### src/rtl/out_port_fifo.sv
// Circular FIFO that buffers CPU output-port bytes and drains them over valid/ready.
// Define OUT_PORT_FIFO_DROP_CNT_EN to add a saturating dropped-push counter (o_drop_cnt).
module out_port_fifo #(
    parameter int DATA_W = 8,
    parameter int ADDR_W = 3
) (
    input  logic              CLK,
    input  logic              RESET,
    input  logic              OUT_EN,
    input  logic [DATA_W-1:0] OUT_DATA,
    output logic [DATA_W-1:0] o_data,
    output logic              o_valid,
    input  logic              i_ready,
    output logic              o_full,
    output logic              o_empty,
    output logic [ADDR_W:0]   o_count,
    output logic              o_ovf,
    input  logic              ovf_clr
`ifdef OUT_PORT_FIFO_DROP_CNT_EN
    ,
    output logic [7:0]        o_drop_cnt
`endif
);

    localparam int              DEPTH_I = 1 << ADDR_W;
    localparam logic [ADDR_W:0] DEPTH   = DEPTH_I[ADDR_W:0];

    logic [DATA_W-1:0] mem [DEPTH_I];

    logic [ADDR_W-1:0] wr_ptr_q, wr_ptr_d;
    logic [ADDR_W-1:0] rd_ptr_q, rd_ptr_d;
    logic [ADDR_W:0]   count_q, count_d;
    logic              ovf_q, ovf_d;

    logic push;
    logic pop;
    logic drop;

    // Status is derived only from the registered count, never from the strobes.
    assign o_count = count_q;
    assign o_full  = (count_q == DEPTH);
    assign o_empty = (count_q == '0);
    assign o_valid = ~o_empty;
    assign o_data  = mem[rd_ptr_q];
    assign o_ovf   = ovf_q;

    assign pop  = o_valid & i_ready;
    assign push = OUT_EN & (~o_full | pop);
    assign drop = OUT_EN & o_full & ~pop;

    always_comb begin
        wr_ptr_d = wr_ptr_q;
        rd_ptr_d = rd_ptr_q;
        count_d  = count_q;
        if (push) begin
            wr_ptr_d = wr_ptr_q + 1'b1;
        end
        if (pop) begin
            rd_ptr_d = rd_ptr_q + 1'b1;
        end
        if (push && !pop) begin
            count_d = count_q + 1'b1;
        end else if (pop && !push) begin
            count_d = count_q - 1'b1;
        end
    end

    // A drop in the same cycle as a clear leaves the flag set.
    always_comb begin
        ovf_d = ovf_q;
        if (drop) begin
            ovf_d = 1'b1;
        end else if (ovf_clr) begin
            ovf_d = 1'b0;
        end
    end

    always_ff @(posedge CLK) begin
        if (RESET) begin
            wr_ptr_q <= '0;
            rd_ptr_q <= '0;
            count_q  <= '0;
            ovf_q    <= 1'b0;
        end else begin
            wr_ptr_q <= wr_ptr_d;
            rd_ptr_q <= rd_ptr_d;
            count_q  <= count_d;
            ovf_q    <= ovf_d;
        end
    end

    // Storage is never cleared; pointers alone define what is live.
    always_ff @(posedge CLK) begin
        if (push && !RESET) begin
            mem[wr_ptr_q] <= OUT_DATA;
        end
    end

`ifdef OUT_PORT_FIFO_DROP_CNT_EN
    logic [7:0] drop_cnt_q, drop_cnt_d;

    always_comb begin
        drop_cnt_d = drop_cnt_q;
        if (drop) begin
            if (ovf_clr) begin
                drop_cnt_d = 8'd1;
            end else if (drop_cnt_q != 8'hFF) begin
                drop_cnt_d = drop_cnt_q + 8'd1;
            end
        end else if (ovf_clr) begin
            drop_cnt_d = 8'd0;
        end
    end

    always_ff @(posedge CLK) begin
        if (RESET) begin
            drop_cnt_q <= 8'd0;
        end else begin
            drop_cnt_q <= drop_cnt_d;
        end
    end

    assign o_drop_cnt = drop_cnt_q;
`endif

endmodule
### config.mk
export PLATFORM = sky130hd
export DESIGN_NAME = out_port_fifo
export DESIGN_NICKNAME = d
export VERILOG_FILES = /design/src/rtl/out_port_fifo.sv
export SDC_FILE = /design/constraint.sdc
export NUM_CORES = 1
export LEC_CHECK = 0
export CORE_MARGIN = 3
export CORE_UTILIZATION = 40
export DETAILED_ROUTE_END_ITERATION = 7
export GPL_ROUTABILITY_DRIVEN = 0
export GPL_TIMING_DRIVEN = 0
export PLACE_DENSITY = 0.67
export SETUP_SLACK_MARGIN = 0.15
export SYNTH_ARGS = -nofsm -noshare
export SYNTH_HDL_FRONTEND = slang
export SYNTH_SLANG_ARGS = --single-unit
export TNS_END_PERCENT = 20
### constraint.sdc
create_clock -name CLK -period 2.5 [get_ports CLK]
set_clock_uncertainty 0.1 [all_clocks]
set_input_delay 0.5 -clock CLK [delete_from_list [all_inputs] [get_ports CLK]]
set_output_delay 0.5 -clock CLK [all_outputs]
set_load 0.01 [all_outputs]
==> flow_metrics.py <==
metrics = {
    "status": {
        "status": "finished with violations",
        "violations": "setup timing",
    },
    "critical_path": {
        "critPathMaxFanout": 4,
        "cp_slowest_cell": "or4b_4",
        "endpoint_kind": "flop",
        "cpMostUsedCell": "ha_4",
        "criticalPathCategory": "flop to flop",
        "arrival_ns": 2.70,
        "critical_path_buf_inv_count": 2,
        "critPathTopFamily": "compound AO/OA/AOI/OAI gates",
        "critPathMaxStageDelay_ns": 0.57,
        "cp_cell_sequence": "or4b_4, o21ai_4, inv_2, ha_4, inv_4, ha_4, a21oi_4, a211oi_2, a31oi_1, mux2_2",
        "crit_required_ns": 2.63,
        "start_kind": "flop",
    },
    "finish": {
        "drive_above_1_share_pct": 39.7,
        "multi_input_area_mm2": 0.00102,
        "antenna_cells": 0,
        "utilization_pct": 55.7,
        "syn2layout_area_growth_pct": 31.0,
        "seqCellArea_mm2": 0.00221,
        "num-fill-cells": 570,
        "fin_nets": 256,
    },
    "synthesis": {
        "syn_avg_cell_area_um2": 18.4,
        "synth_edf_count": 64,
        "yosysUniqueCellTypes": 36,
        "synth_commonest_cells": "edfxtp_1 (64), mux4_1 (16), dfxtp_1 (14), nor2_1 (14), mux2_2 (9)",
        "post-synth-top-count-cell": "edfxtp_1",
        "synth_fp_nets": 192,
        "post-synth-top-area-cell": "edfxtp_1",
        "syn_area_mm2": 0.00318,
        "synthArstFlopShare_pct": 0,
        "yosys_warnings": 0,
        "synth.top_cell.area_share_pct": 60.4,
        "synth_seq_area_share_pct": 69.2,
        "synth_area_leaders": "edfxtp_1 (60%), mux4_1 (13%), dfxtp_1 (8.8%)",
        "ys_ff_latch": 78,
        "syn_inst": 173,
        "synth_ff_type": "edfxtp_1",
    },
    "floorplan": {
        "num_io_pins": 29,
        "core_mm2": 0.00749,
        "start_util_pct": 42.5,
        "die_w_um": 95.2,
        "die_area_mm2": 0.00906,
        "num_rows": 31,
        "die_y_um": 95.2,
    },
    "route": {
        "vias": 1700,
        "drtPass1Iterations": 4,
        "final_antenna_net_count": 0,
        "drtIter0Drc": 116,
        "wl_per_cell_um": 18.2,
        "via_per_inst": 4.99,
        "drc_errors": 0,
        "wirelength_um": 6210,
    },
    "cts": {
        "tritoncts": "yes",
        "cts.path.max_buffers": 2,
        "h-tree-depth": 3,
        "root_buffer": "clkbuf_8",
        "cts_inserted_buffers": 9,
        "cts.clk_slew.worst_paths_ns": 0.08,
        "clk_latency_ns": 0.34,
        "numClockSinks": 78,
    },
    "global_route": {
        "overflow": 0,
        "grt_max_degree": 14,
        "first_global_vias": 1790,
        "track_usage_pct": 15.3,
        "antenna_found_initial": 0,
        "grt_pass1_wl_um": 9810,
    },
    "timing": {
        "tns_ns": -0.0858,
        "tightestPinTransition_ns": 0.811,
        "setup_violations": 3,
        "slew_headroom_pct": 45.6,
        "max_clock_freq_ghz": 0.390,
        "hold_violations": 0,
        "fin_crit_sh_pct": 103,
        "min_period_ns": 2.57,
        "grt_setup_unrepaired": "true",
        "worst_slack_ns": -0.0667,
        "slew_viol_final": 0,
    },
    "pwr": {
        "intPower_uw": 2830,
        "p_leak_uw": 0.00147,
        "p_per_area_mw_per_mm2": 936,
        "switching_share_pct": 27.4,
        "pwr-share-seq_pct": 39.8,
        "combPwrFrac_pct": 37.0,
        "power.switching_uw": 1070,
        "ir_drop_mv": 0.598,
        "clkPwrFrac_pct": 23.1,
    },
    "run": {
        "maxCapViolCount": 0,
    },
    "placement": {
        "io_buffer_count": 28,
        "hpwl_um": 3800,
    },
    "worst_hold_path": {
        "min_path_type": "flop to flop",
    },
}
flip-flops by register name, summed over array words and instances, names as in the netlist, named ones only:
register  flops
rd_ptr_q      3
o_count       4
wr_ptr_q      3
o_ovf         1
mem          64
layer usage:
metal	track usage (%)	vias up	part of all wire, %
met5	0	-	0
met4	7.21	0	1.8
met3	3.16	8	2.4
met2	24.9	33	50
met1	19.6	851	46
li1	-	808	-
per-stage QoR:
stage                     instances  hold slack, ns  total power, µW  setup WS [ns]  area (µm²)
after floorplan                 173           0.354             2240        -0.0522        3220
after global placement          300           0.372             2590          -1.04        3620
after CTS                       338           0.392             3900        -0.0687        4110
after detailed placement        305           0.378             2630         -0.503        3670
final                           341           0.394             3900        -0.0667        4170
after global routing            341           0.410             4100         -0.164        4170
logic make-up (layout without fill, tap and decap cells):
group | after synthesis | in the layout | share of synthesized area (%)
buffers and inverters | 13 | 82 | 2.36
multiplexers | 26 | 26 | 16.7
AND/OR/NAND/NOR | 35 | 35 | 5.47
AO/OA/AOI/OAI | 10 | 10 | 2.24
XOR/XNOR | 5 | 5 | 1.38
adder cells (fa/ha/maj) | 6 | 6 | 2.60
flip-flops | 78 | 78 | 69.2
cell type report:
type / count / area share [%]
buffer: 8 / 1.80
clock buffer: 10 / 3.06
clock inverter: 6 / 1.50
inverter: 5 / 0.510
multi-input combinational: 82 / 24.4
sequential: 78 / 53.1
tap: 99 / 2.97
timing repair buffer: 53 / 12.6
worst min-delay path, cell delays in order (launching register included):
cell	delay, ns
dfxtp_1	0.32
nand2_1	0.05
a21oi_1	0.07
power groups by stage:
stage               logic [µW]  registers [µW]  clock network [µW]
floorplan                  664            1570                   0
global placement          1020            1580                   0
CTS                       1430            1550                 920
finish                    1450            1550                 903
detailed placement        1050            1580                   0
global route              1550            1570                 980
cell usage in the layout, fill, tap and decap left out, drive strengths merged, types with 3 or more instances in the layout:
cell type	Yosys	final
clkbuf	4	14
inv	5	5
clkdlybuf4s50	0	16
nand2	7	7
edfxtp	64	64
buf	4	37
dfxtp	14	14
clkinv	0	3
nor3	3	3
mux2	9	9
xor2	4	4
ha	5	5
mux4	16	16
nor2	14	14
a21oi	4	4
nand3	3	3
what timing repair did:
action                                  CTS  global route
hold buffers                              0             0
resized for setup                        85             7
endpoints found under the setup margin   47            30
setup buffers                            16             3
hold endpoints to repair                  0             0
pin swaps                                 6             7
cloned                                    1             0
final timing paths:
kind                            startpoint                  endpoint  slack [ns]  cells after the start
setup reg to reg   o_count[2]$_SDFFE_PP0P_   o_count[3]$_SDFFE_PP0P_       -0.07                     10
hold reg to reg   rd_ptr_q[1]$_SDFFE_PP0N_  rd_ptr_q[1]$_SDFFE_PP0N_        0.39                      2
setup / recovery   o_count[2]$_SDFFE_PP0P_   o_count[3]$_SDFFE_PP0P_       -0.07                     10
hold / removal    rd_ptr_q[1]$_SDFFE_PP0N_  rd_ptr_q[1]$_SDFFE_PP0N_        0.39                      2
Power figures use the tool's default switching activity.
==> variant 1: new RTL, same flow settings <==
Set the parameter `DATA_W` to 10 (it was 8).
--- a/src/rtl/out_port_fifo.sv
+++ b/src/rtl/out_port_fifo.sv
@@ -3,3 +3,3 @@
 module out_port_fifo #(
-    parameter int DATA_W = 8,
+    parameter int DATA_W = 10,
     parameter int ADDR_W = 3
Ports: changed (resized OUT_DATA and o_data); port bits go from 29 to 33. The function was not compared with the original's and may differ.
==> variant 1 against the unedited design <==
  * The run still ends with negative setup slack left
  * Cell count rose by 7.0%
  * Sequential cell count increased by 16
  * Synthesized cell count grew 13%
  * Power up 12%
  * Setup slack got worse by 0.085 ns
  * Hold slack improved by 0.0045 ns
  * Count of clock-buffer cells in the layout shrank 1
  * Synthesized area rose by 17%
  * Routed wire length increased by 13%
  * Final area grew 14%
  * Critical path type unchanged
==> variant 1: results (changes against the unedited design) <==
* Number of DRC markers in iteration 0 at 77 (-34%)
* Number of fillers in the final layout at 716 (+26%)
* Worst Max-Slew Pin Slew at 0.862 ns (+0.0503 ns)
* Xor/xnor share of the synthesized area at 1.18% (-0.20 points)
* Fraction of area in clock buffers and inverters at 3.93% (-0.63 points)
* Top cells by area, synth: edfxtp_1 (65%), mux4_2 (12%), dfxtp_1 (7.6%)
* Adder-cell share of the synthesized area at 2.23% (-0.37 points)
* Distinct cells, synth at 33 (-8.3%)
* Setup TNS at -0.151 ns (-0.0654 ns)
* Post-synth top cells: edfxtp_1 (80), mux4_2 (20), dfxtp_1 (14), nor2_1 (14), mux2_2 (11)
* Setup WS post-layout at -0.151 ns (-0.0845 ns)
* Layout cell share with drive strength beyond 1 at 39.3% (-0.37 points)
* Sequential area share after synthesis at 72.4% (+3.1 points)
* Clkbuf count at 9 (-1)
* Buffers, non-clock at 55 (-9.8%)
* Failing checks: negative setup slack
* Synth Area in Compound Gates at 2.02% (-0.22 points)
* Fraction of area in registers at 56.8% (+3.7 points)
* Number of synthesized flops with an enable pin at 80 (+25%)
* Setup violations, final at 1 (-2)
* PortBufs at 32 (+14%)
* Fin nets at 274 (+7.0%)
* Post-DP HPWL at 4570 um (+20%)
* CP arrival at 2.80 ns (+0.10 ns)
* Status: finished, violations left
* Avg WL per Cell at 19.2 um (+5.6%)
* Syn nets at 216 (+13%)
* Internal power at 3.16 mW (+12%)
* Fraction of area in multi-input gates at 23.9% (-0.59 points)
* Mux share of post-synthesis cell area at 15.8% (-0.96 points)
* Vias in the first global route at 2050 (+15%)
variant 1: cell count changes after synthesis, moves of 2 or more:
cell,change
nand2_4,+2
mux2_2,+2
mux4_2,+20
edfxtp_1,+16
mux4_1,-16
buf_2,+2
variant 1: power by group through the flow:
stage / clock network [mW] / registers (mW) / logic [mW]
3_3_place_gp: 0 / 1.88 / 1.17
5_1_grt: 1.05 / 1.89 / 1.64
4_1_cts: 0.980 / 1.88 / 1.39
3_5_place_dp: 0 / 1.89 / 1.20
6_report: 0.960 / 1.88 / 1.51
2_1_floorplan: 0 / 1.88 / 0.761
variant 1: worst paths after layout:
path | from | end | slack (ns) | cells past startpoint
min reg2reg | rd_ptr_q[1]$_SDFFE_PP0N_ | rd_ptr_q[1]$_SDFFE_PP0N_ | 0.40 | 2
min | rd_ptr_q[1]$_SDFFE_PP0N_ | rd_ptr_q[1]$_SDFFE_PP0N_ | 0.40 | 2
max | o_count[2]$_SDFFE_PP0P_ | o_count[3]$_SDFFE_PP0P_ | -0.15 | 10
max reg2reg | o_count[2]$_SDFFE_PP0P_ | o_count[3]$_SDFFE_PP0P_ | -0.15 | 10
variant 1: routing by layer:
metal	vias to the layer above	share of wire, %	global-route usage [%]
met5	-	0	0
met2	41	51	25.5
li1	896	-	-
met3	11	4.7	4.71
met1	940	43	17.7
met4	0	1.0	3.63
variant 1: per-stage QoR:
stage / instance area (um2) / setup WS (ns) / instances / hold slack, ns / power, mW
2_1_floorplan: 3750 / -0.0681 / 195 / 0.354 / 2.64
3_3_place_gp: 4210 / -1.47 / 335 / 0.371 / 3.06
3_5_place_dp: 4290 / -0.494 / 340 / 0.379 / 3.10
4_1_cts: 4640 / -0.138 / 360 / 0.398 / 4.25
5_1_grt: 4740 / -0.223 / 365 / 0.431 / 4.58
6_report: 4740 / -0.151 / 365 / 0.398 / 4.35
==> variant 2: new RTL, same settings <==
Without the edit above. Put one more register stage on the output `o_ovf`. The value now appears one clock later. The other outputs are not delayed to match.
--- a/src/rtl/out_port_fifo.sv
+++ b/src/rtl/out_port_fifo.sv
@@ -44,3 +44,5 @@
     assign o_data  = mem[rd_ptr_q];
-    assign o_ovf   = ovf_q;
+    always_ff @(posedge CLK) begin
+        o_ovf <= ovf_q;
+    end
 
Check against the original RTL: not equivalent (a bounded check fails within 10 cycles, from zero or initial values and one cycle with RESET high).
==> variant 2 against the unedited design <==
  * Power up 2.8%
  * Setup slack worse by 0.0089 ns
  * Synthesized area up 0.63%
  * Global-route usage is 0.94 points lower
  * Routed wire length down 1.1%
  * Critical path type unchanged
  * Cell count fell by 2.1%
  * Sequential cell count is 1 higher
  * Final area shrank 1.8%
  * The run still ends with negative setup slack left
  * Count of clock-buffer cells in the layout did not move
==> variant 2: results (changes against the unedited design) <==
* Status: finished, violations left
* Failing checks: negative setup slack
* Peak VDD IR at 0.463 mV (-23%)
* Setup violations, final at 7 (+4)
* Worst Max-Slew Pin Slew at 0.879 ns (+0.0683 ns)
* Clk Latency, worst-skew pair at 0.36 ns (+0.02 ns)
* Hold Slack at 0.255 ns (-0.139 ns)
* Setup WS post-layout at -0.0756 ns (-0.00890 ns)
* Place WS at -0.373 ns (+0.130 ns)
* First-pass GRT wire length at 9180 um (-6.5%)
* Post-Syn Area per Cell at 18.4 um2 (about the same)
* Worst min-delay path endpoint: o_ovf$_DFF_P_
* Adder-cell share of the synthesized area at 2.58% (-0.016 points)
* Routed wl met3 at 324 um (+120%)
* Post-DP Area at 0.00370 mm2 (+0.61%)
* Hold Path Stages at 0 (-2)
* Fin nets at 249 (-2.7%)
* Static leakage at 1.40 nW (-4.4%)
* Total track usage at 14.3% (-0.94 points)
* Dpl cells at 304 (-0.33%)
* Number of DRC markers in iteration 0 at 94 (-19%)
* Grt met3 use at 4.42% (+1.3 points)
* Layout cell share with drive strength beyond 1 at 37.9% (-1.8 points)
* Number of fillers in the final layout at 602 (+5.6%)
* Setup bufs post-CTS at 8 (-8)
* Largest net degree at the start of global routing at 15 (+1)
* Post-CTS sizing at 56 (-34%)
[variant 2: cell types whose count changed in the layout (fill, tap and decap cells not counted), moves of 2 or more]
cell	unedited run	this run
dlymetal6s2s_1	2	0
nor2_1	12	14
nor4_2	0	2
mux2_2	1	4
nor2_2	2	0
mux4_1	5	1
mux2_4	8	5
buf_4	18	10
nor4_4	2	0
mux4_2	11	15
[variant 2: power breakdown]
group | internal (mW) | switching [mW] | total, mW | leakage, nW
clock network | 0.569 | 0.473 | 1.04 | 0.107
registers | 1.51 | 0.0605 | 1.57 | 0.703
logic | 0.849 | 0.551 | 1.40 | 0.595
[variant 2: cell type report]
class / instances / area, um2 / share of cell area [%]
clock inverters: 6 / 93.8 / 2.29
well taps: 99 / 124 / 3.03
repair buffers: 45 / 478 / 11.7
plain buffers: 8 / 68.8 / 1.68
inverters: 5 / 21.3 / 0.520
clock buffers: 10 / 128 / 3.12
flip-flops and latches: 79 / 2230 / 54.6
multi-input cells: 82 / 946 / 23.1
